`src/rtl/aes_pkg.sv`:
```
// Shared AES definitions: key-length encodings, Nk/Nr lookup and the
// GF(2^8) doubling used for rcon generation and the S-box.
package aes_pkg;

  localparam logic [1:0] KEY_128  = 2'b00;
  localparam logic [1:0] KEY_192  = 2'b01;
  localparam logic [1:0] KEY_256  = 2'b10;
  localparam logic [1:0] KEY_RSVD = 2'b11;

  localparam logic [7:0] RCON_INIT = 8'h01;

  function automatic logic [3:0] nk_of(input logic [1:0] key_len);
    case (key_len)
      KEY_128: nk_of = 4'd4;
      KEY_192: nk_of = 4'd6;
      default: nk_of = 4'd8;
    endcase
  endfunction

  function automatic logic [3:0] nr_of(input logic [1:0] key_len);
    case (key_len)
      KEY_128: nr_of = 4'd10;
      KEY_192: nr_of = 4'd12;
      default: nr_of = 4'd14;
    endcase
  endfunction

  function automatic logic [7:0] xtime(input logic [7:0] b);
    xtime = {b[6:0], 1'b0} ^ (b[7] ? 8'h1b : 8'h00);
  endfunction

endpackage

```
`src/rtl/aes_subword.sv`:
```
// Four-lane SubWord: one S-box per byte of the 32-bit word.
module aes_subword (
  input  logic [31:0] word,
  output logic [31:0] sub
);

  for (genvar g = 0; g < 4; g++) begin : g_lane
    sbox u_sbox (
      .x (word[8*g +: 8]),
      .y (sub[8*g +: 8])
    );
  end

endmodule

```
`src/rtl/sbox.sv`:
```
// AES forward S-box: multiplicative inverse in GF(2^8) followed by the affine map.
module sbox
  import aes_pkg::*;
(
  input  logic [7:0] x,
  output logic [7:0] y
);

  function automatic logic [7:0] gf_mul(input logic [7:0] a, input logic [7:0] b);
    logic [7:0] p;
    logic [7:0] t;
    p = 8'h00;
    t = a;
    for (int n = 0; n < 8; n++) begin
      p = b[n] ? (p ^ t) : p;
      t = xtime(t);
    end
    gf_mul = p;
  endfunction

  // a^254 is the inverse of a (and maps 0 to 0)
  function automatic logic [7:0] gf_inv(input logic [7:0] a);
    logic [7:0] sq;
    logic [7:0] r;
    sq = a;
    r  = 8'h01;
    for (int n = 0; n < 7; n++) begin
      sq = gf_mul(sq, sq);
      r  = gf_mul(r, sq);
    end
    gf_inv = r;
  endfunction

  function automatic logic [7:0] affine(input logic [7:0] b);
    affine = b ^ {b[6:0], b[7]} ^ {b[5:0], b[7:6]} ^ {b[4:0], b[7:5]}
               ^ {b[3:0], b[7:4]} ^ 8'h63;
  endfunction

  assign y = affine(gf_inv(x));

endmodule

```
`src/rtl/aes_key_expand.sv`:
```
// FIPS-197 key schedule producing one word per cycle and streaming
// 128-bit round keys over a valid/ready interface.
module aes_key_expand
  import aes_pkg::*;
#(
  parameter logic [2:0] MODE_MASK = 3'b111,
  parameter int         OUT_REG   = 1
) (
  input  logic         clk,
  input  logic         rst,
  input  logic         start,
  output logic         start_ready,
  input  logic [1:0]   key_len,
  input  logic [255:0] key,
  output logic         rk_valid,
  input  logic         rk_ready,
  output logic [127:0] rk_data,
  output logic [3:0]   rk_idx,
  output logic         rk_last,
  output logic         err
);

  localparam logic [1:0] ST_IDLE  = 2'd0;
  localparam logic [1:0] ST_GEN   = 2'd1;
  localparam logic [1:0] ST_DRAIN = 2'd2;

  logic [1:0]  state_r;
  logic [3:0]  nk_r, nr_r;
  logic [5:0]  cnt_r;
  logic [2:0]  pos_r;
  logic [7:0]  rcon_r;
  logic [31:0] win_r [0:7];
  logic [95:0] asm_r;
  logic        valid_r, last_r, err_r;
  logic [3:0]  idx_r;

  logic        supported_s, first_s, out_free_s, adv_s, load_s, final_s;
  logic [3:0]  nk_in_s;
  logic [2:0]  sel_s;
  logic [31:0] kw_s [0:7];
  logic [31:0] win_init_s [0:7];
  logic [31:0] prev_s, old_s, sub_in_s, sub_s, new_word_s;

  // Key-length acceptance against the enabled modes
  always_comb begin
    case (key_len)
      KEY_128: supported_s = MODE_MASK[0];
      KEY_192: supported_s = MODE_MASK[1];
      KEY_256: supported_s = MODE_MASK[2];
      default: supported_s = 1'b0;
    endcase
  end

  assign nk_in_s = nk_of(key_len);

  // Window preload: oldest slot holds key word 0 so the first Nk shifts emit the key
  always_comb begin
    sel_s = 3'd0;
    for (int j = 0; j < 8; j++) begin
      kw_s[j] = key[255 - 32*j -: 32];
    end
    for (int k = 0; k < 8; k++) begin
      if (4'(k) < nk_in_s) begin
        sel_s         = 3'(nk_in_s - 4'd1 - 4'(k));
        win_init_s[k] = kw_s[sel_s];
      end else begin
        win_init_s[k] = 32'h0;
      end
    end
  end

  assign prev_s   = win_r[0];
  assign first_s  = cnt_r < {2'b00, nk_r};
  assign sub_in_s = (pos_r == 3'd0) ? {prev_s[23:0], prev_s[31:24]} : prev_s;

  aes_subword u_subword (
    .word (sub_in_s),
    .sub  (sub_s)
  );

  // Next schedule word from w[i-Nk] and w[i-1]
  always_comb begin
    case (nk_r)
      4'd4:    old_s = win_r[3];
      4'd6:    old_s = win_r[5];
      default: old_s = win_r[7];
    endcase
    if (first_s) begin
      new_word_s = old_s;
    end else if (pos_r == 3'd0) begin
      new_word_s = old_s ^ sub_s ^ {rcon_r, 24'h0};
    end else if (nk_r == 4'd8 && pos_r == 3'd4) begin
      new_word_s = old_s ^ sub_s;
    end else begin
      new_word_s = old_s ^ prev_s;
    end
  end

  // Without an output register the assembly buffer is the output, so every word waits
  assign out_free_s = !valid_r || rk_ready;
  assign adv_s      = (state_r == ST_GEN)
                      && (((OUT_REG != 0) && (cnt_r[1:0] != 2'd3)) || out_free_s);
  assign load_s     = adv_s && (cnt_r[1:0] == 2'd3);
  assign final_s    = adv_s && (cnt_r == {nr_r, 2'b11});

  // Control FSM, word counter, rcon and sliding window
  always_ff @(posedge clk) begin
    if (rst) begin
      state_r <= ST_IDLE;
      nk_r    <= 4'd4;
      nr_r    <= 4'd10;
      cnt_r   <= 6'd0;
      pos_r   <= 3'd0;
      rcon_r  <= RCON_INIT;
      err_r   <= 1'b0;
      for (int k = 0; k < 8; k++) win_r[k] <= 32'h0;
    end else begin
      err_r <= start && (state_r == ST_IDLE) && !supported_s;
      case (state_r)
        ST_IDLE: begin
          if (start && supported_s) begin
            state_r <= ST_GEN;
            nk_r    <= nk_in_s;
            nr_r    <= nr_of(key_len);
            cnt_r   <= 6'd0;
            pos_r   <= 3'd0;
            rcon_r  <= RCON_INIT;
            for (int k = 0; k < 8; k++) win_r[k] <= win_init_s[k];
          end
        end
        ST_GEN: begin
          if (adv_s) begin
            win_r[0] <= new_word_s;
            for (int k = 1; k < 8; k++) win_r[k] <= win_r[k-1];
            cnt_r <= cnt_r + 6'd1;
            pos_r <= ({1'b0, pos_r} == nk_r - 4'd1) ? 3'd0 : pos_r + 3'd1;
            if (!first_s && pos_r == 3'd0) rcon_r <= xtime(rcon_r);
            if (final_s) state_r <= ST_DRAIN;
          end
        end
        ST_DRAIN: begin
          if (valid_r && rk_ready && last_r) state_r <= ST_IDLE;
        end
        default: state_r <= ST_IDLE;
      endcase
    end
  end

  // Assembly of the first three words of the current round key
  always_ff @(posedge clk) begin
    if (rst) begin
      asm_r <= 96'h0;
    end else if (adv_s) begin
      case (cnt_r[1:0])
        2'd0:    asm_r[95:64] <= new_word_s;
        2'd1:    asm_r[63:32] <= new_word_s;
        2'd2:    asm_r[31:0]  <= new_word_s;
        default: asm_r        <= asm_r;
      endcase
    end
  end

  // Round-key handshake state
  always_ff @(posedge clk) begin
    if (rst) begin
      valid_r <= 1'b0;
      idx_r   <= 4'd0;
      last_r  <= 1'b0;
    end else if (load_s) begin
      valid_r <= 1'b1;
      idx_r   <= cnt_r[5:2];
      last_r  <= (cnt_r[5:2] == nr_r);
    end else if (valid_r && rk_ready) begin
      valid_r <= 1'b0;
      last_r  <= 1'b0;
    end
  end

  if (OUT_REG != 0) begin : g_out_reg
    logic [127:0] data_r;
    // Full round key captured when its last word completes
    always_ff @(posedge clk) begin
      if (rst) begin
        data_r <= 128'h0;
      end else if (load_s) begin
        data_r <= {asm_r, new_word_s};
      end
    end
    assign rk_data = data_r;
  end else begin : g_out_direct
    logic [31:0] tail_r;
    // Last word of the round key alongside the assembly buffer
    always_ff @(posedge clk) begin
      if (rst) begin
        tail_r <= 32'h0;
      end else if (load_s) begin
        tail_r <= new_word_s;
      end
    end
    assign rk_data = {asm_r, tail_r};
  end

  assign start_ready = (state_r == ST_IDLE);
  assign rk_valid    = valid_r;
  assign rk_idx      = idx_r;
  assign rk_last     = last_r;
  assign err         = err_r;

endmodule

```
`config.mk`:
```
export PLATFORM = sky130hd
export DESIGN_NAME = aes_key_expand
export DESIGN_NICKNAME = d
export VERILOG_FILES = /design/src/rtl/aes_pkg.sv /design/src/rtl/aes_subword.sv /design/src/rtl/sbox.sv /design/src/rtl/aes_key_expand.sv
export SDC_FILE = /design/constraint.sdc
export NUM_CORES = 2
export LEC_CHECK = 0
export BUFFER_PORTS_ARGS = -buffer_cell sky130_fd_sc_hd__buf_4
export CAP_MARGIN = 5
export CORE_MARGIN = 3
export CORE_UTILIZATION = 49
export CTS_CLUSTER_DIAMETER = 120
export DETAILED_ROUTE_END_ITERATION = 16
export GPL_TIMING_DRIVEN = 0
export PLACE_DENSITY_LB_ADDON = 0.2
export SLEW_MARGIN = 20
export SYNTH_ARGS = -nofsm -noshare
export SYNTH_HDL_FRONTEND = slang
export SYNTH_HIERARCHICAL = 1
export SYNTH_SLANG_ARGS = --single-unit
```
`constraint.sdc`:
```
create_clock -name clk -period 17.81 [get_ports clk]
set_clock_uncertainty 0.1 [all_clocks]
set_input_delay 3.562 -clock clk [delete_from_list [all_inputs] [get_ports clk]]
set_output_delay 3.562 -clock clk [all_outputs]
set_load 0.02 [all_outputs]
```
Yosys cells after proc, flatten, opt, wreduce, memory -nomap -nowiden
Memory sizes are Yosys's and may differ from the RTL's. Index checks and enable logic that the tools add are counted.

Flip-flop bits (word level): 258. Memory bits (writable): 256. Output and inout bits: 136. Word-level logic and storage cells: 1794. Memories: 1.

$add $sub $neg: 11. Order comparisons: 17. Equality and inequality tests: 20. Muxes and demuxes: 898. Bitwise logic cells: 804. Reductions and logical operators: 29.

Memory list: win_r (words 8, width 32, rd ports 8, clocked after Yosys merged registers in 0, write ports 8, RTL line aes_key_expand.sv:32) `logic [31:0] win_r [0:7];`.

Operator list (count): 8-bit 2-to-1 mux (423); 8-bit XOR (384); 8-bit by 5-bit XOR with 8-bit output (361); 5-bit 2-to-1 mux (369); 32-bit 2-to-1 mux (44); 32-bit binary-select mux with 3-bit select (8); 32-bit XOR (3); 32-bit one-hot mux with 2 select lines (1); 6-bit 2-to-1 mux (6); 4-bit >= comparator, second input constant (8); 3-bit NOT with 4-bit output (8); 7-bit 2-to-1 mux (4); 1-bit NOT, first input constant (28); 3-bit 2-to-1 mux (7); 1-bit 2-to-1 mux (18); 3-bit by 4-bit less-than comparator with 1-bit output, first input constant (4); 2-bit 2-to-1 mux (8); 4-bit 2-to-1 mux (4); 4-bit NOT (4); 1-bit bitwise OR (16); 8-bit one-hot mux with 2 select lines (1); 3-bit one-hot mux with 2 select lines (2); 6-bit one-hot mux with 2 select lines (1); 3-bit subtractor, second input constant (4); 30 further kinds (63).

Longest topological paths before layout
Depth after elaboration: 139. Depth in mapped cells: 85.

Modules after synthesis
Netlist, hierarchy kept.

By module, submodules not included: sbox (times used 4, cells each 2040, area each 14795.4 sq um, sequential area each 0.0 sq um); aes_key_expand (times used 1, cells each 2664, area each 24709.9 sq um, sequential area each 12792.3 sq um).

Least setup slack after synthesis
No wires, ideal clock.

Path type: register -> register. Start point: reg pos_r[0]. End point: mem win_r[0][27], data pin. Arrival time: 17.763 ns. Required time: 17.436 ns. Path slack: -0.327 ns. Stages on the path, launching flop included: 81. Buffers on the path: 11. Clock period less this slack: 18.137 ns. Cells stage by stage: dfxtp_1 -> inv_1 -> ha_1 -> nor2b_1 -> buf_2 -> buf_1 -> nand2_1 -> nand2_1 -> ha_1 -> buf_2 -> xor2_1 -> mux2i_2 -> xnor2_1 -> inv_1 -> ha_1 -> inv_1 -> xnor3_1 -> and2_1 -> (+45 left out) -> o21ai_1 -> a311o_1 -> a221oi_1 -> and3_1 -> o21ai_1 -> a21oi_1 -> o21ai_1 -> a21oi_1 -> nor3_1 -> xnor2_1 -> xnor3_1 -> xor2_1 -> xnor2_1 -> inv_1 -> a41o_1 -> a211oi_1 -> xor2_1 -> o22ai_1.

RTL lines: start: declaration (RTL line aes_key_expand.sv:30) `logic [2:0] pos_r;`; start signal: assignment (RTL line aes_key_expand.sv:136) `pos_r <= ({1'b0, pos_r} == nk_r - 4'd1) ? 3'd0 : pos_r + 3'd1;`; end: declaration (RTL line aes_key_expand.sv:32).

==> key figures <==
Clocking
  – Sink Count: just over 500
  – Cts bufs inserted: 46
  – Clock Path Buffers: 3
  – Clock Root Buffer: clkbuf_16
  – H-tree depth: 2
  – CTS tree: built
  – Clock transition at path regs: approximately 0.070 ns
  – Clock Latency Late Sink: 0.63 ns

GRT
  – GR met1 Demand/Resource: between 40% and 50%
  – First-pass GRT wire length: just under 500,000 microns
  – Overflow after GRT: 0
  – Largest net degree at the start of global routing: 53
  – Busiest grt layer: met2
  – Vias in the first global route: 82,000
  – All-Layer GR Usage: a little over a third
  – Initial antenna violation count: 2
  – Met3 global-route usage: 6.06%
  – GRT met2 Usage: 56.6%

Worst setup path
  – Worst endpoint required time: 18.04 ns
  – CP Data Arrival Time: 17.72 ns
  – Type of the worst setup path: reg2reg
  – CP startpoint kind: register
  – Slowest stage cell, crit path: xnor3_1
  – Buf/Inv on CP: 14
  – Crit path max fanout: 10
  – CP top delay family: compound AO/OA/AOI/OAI gates
  – Max stage delay on crit path: about 0.64 ns
  – Most common cell on crit path: buf_6
  – Critical Path Sink Type: register

Cells and area
  – Layout Nets: ~12,000
  – Most frequent cells in the layout: nor2_1 (1,507), xnor2_1 (1,356), nand2_1 (1,259)
  – Share of layout cells above drive strength 1: between 20% and 30%
  – Commonest non-fill, non-tap cell in the layout: nor2_1
  – Synth-to-Final Area Change: 20.4%
  – Fin util: around three fifths

Routing
  – Routed via count: slightly below 90,000
  – Via density: 6.35
  – WL final: 335,000 microns
  – Routed Antenna Nets: 0
  – Wirelength per Cell: 24.0 microns
  – Drt drc: 0
  – First-pass DRT Iterations: 8
  – Initial DRC count: roughly 11,000

Timing
  – Slew @ Worst Pin: between 1 and 1.5 ns
  – Setup violators final: 0
  – Fmax: 57.2 MHz
  – Tmin final: 17.49 ns
  – Final hold violations: 0
  – Worst slew margin: 12.9%
  – Final Cycle Share: 98.2%
  – Slew Viols, Final: 0

Floorplanning
  – Io pins: 398
  – Die height: 420 microns
  – CORE AREA: approximately 170,000 sq um
  – Num rows: 151
  – Die width: 420 microns
  – Initial core utilization: 49.4%
  – Die area: 176,000 sq um

Logic synthesis
  – Synth Flop Type: edfxtp_1
  – Synthesized area: 83,900 sq um
  – Sequential fraction of the synthesis area: 15.2%
  – Yosys warning count: 6
  – Mapped Nets: 11,100
  – Post-synth EDFFs: 256
  – Share of flip-flops with an asynchronous set or reset: 0%
  – Yosys cell types: around 110
  – Synthesized flop and latch total: 511
  – Synth Area per Inst: 7.75 sq um
  – Syn Inst Count: roughly 11,000

Hold path
  – Hold Crit Class: reg2reg

Flow run
  – Max cap viols: 0

Place
  – IO Port Bufs: a little under 400
  – RD Place Congestion: about 1
  – HPWL after detailed placement: between 200,000 and 250,000 microns

Outcome
  – Outcome: complete, no violations
## routing by layer
metal | vias up | share of wire (%)
li1 | 39700 | -
met1 | 42500 | 40
met2 | 5348 | 45
met3 | 950 | 10
met4 | 2 | 5.0
met5 | - | 0.0066
## cells by family after synthesis
family                     synth area share, %
AOI/OAI and AO/OA                         19.8
xor gates and xnor gates                  34.4
adders and majority gates                0.597
buffers and inverters                     5.28
DFF                                       15.2
muxes                                     4.98
and+or+nand+nor                           19.7
## registers in the layout (all words and copies together) (netlist names)
register and count:
asm_r 96, cnt_r 6, err 1, nk_r 3, nr_r 2, pos_r 3
rcon_r 8, rk_data 128, rk_idx 4, rk_last 1, rk_valid 1, state_r 2
win_r 256
## cell usage after synthesis, types with 66 or more instances
master / count / area [sq um]
a211oi_1: 234 / 1760
nand4_1: 68 / 425
nand2_1: 1270 / 4770
and3_1: 66 / 413
and2_1: 71 / 444
a21oi_1: 626 / 3130
nor2_1: 1515 / 5690
o22ai_1: 141 / 882
nor3_1: 230 / 1150
dfxtp_1: 255 / 5100
xor2_1: 483 / 4230
a22oi_1: 158 / 1190
clkbuf_1: 447 / 1680
xnor2_1: 1555 / 13600
mux2i_1: 358 / 3580
xnor2_2: 116 / 1890
xnor3_1: 272 / 6130
edfxtp_1: 256 / 7690
nand3_1: 281 / 1410
buf_2: 254 / 1270
o211ai_1: 80 / 601
a22o_1: 84 / 736
o21ai_0: 482 / 2410
a31oi_1: 108 / 676
inv_1: 114 / 428
## through the flow
step / hold WS [ns] / TNS (ns) / area [sq um] / instances / setup WS, ns
after CTS: 0.357 / 0 / 97200 / 13700 / 0.00153
after global routing: 0.371 / -16.41 / 101000 / 13900 / -0.230
after floorplan: 0.332 / 0 / 83900 / 10800 / 0.0311
after detailed placement: 0.348 / -665.56 / 89800 / 13400 / -4.89
after global placement: 0.350 / -615.43 / 89700 / 13400 / -4.59
final: 0.356 / 0 / 101000 / 13900 / 0.320
## cell type report
type	instances	area, sq um
clock inverters	18	210
diodes	2	5.00
flip-flops and latches	511	12800
repair buffers	834	6640
plain buffers	831	4310
multi-input cells	9343	72500
inverters	126	528
well taps	2218	2780
fillers	15200	68800
clock buffers	64	1310
## worst paths after layout
check                   start           to  slack, ns  cells after the start
setup / recovery     pos_r[1]  win_r[0][2]       0.32                     73
setup reg to reg     pos_r[1]  win_r[0][2]       0.32                     73
hold / removal    rk_data[41]  rk_data[41]       0.36                      2
hold reg to reg   rk_data[41]  rk_data[41]       0.36                      2
## worst min-delay path, cell delays in order (launching register included)
cell     delay, ns
dfxtp_1       0.31
nand2_1       0.05
a21oi_1       0.05
## what timing repair did
action | CTS | global route
hold endpoints to repair | 0 | 0
cloned | 0 | 4
hold buffers | 0 | 0
resized for setup | 688 | 469
setup buffers | 229 | 203
setup endpoints to repair | 160 | 160
pin swaps | 227 | 280
Power is not shown: default switching activity piles up to over one toggle a cycle in this logic, so the estimate is an artifact.
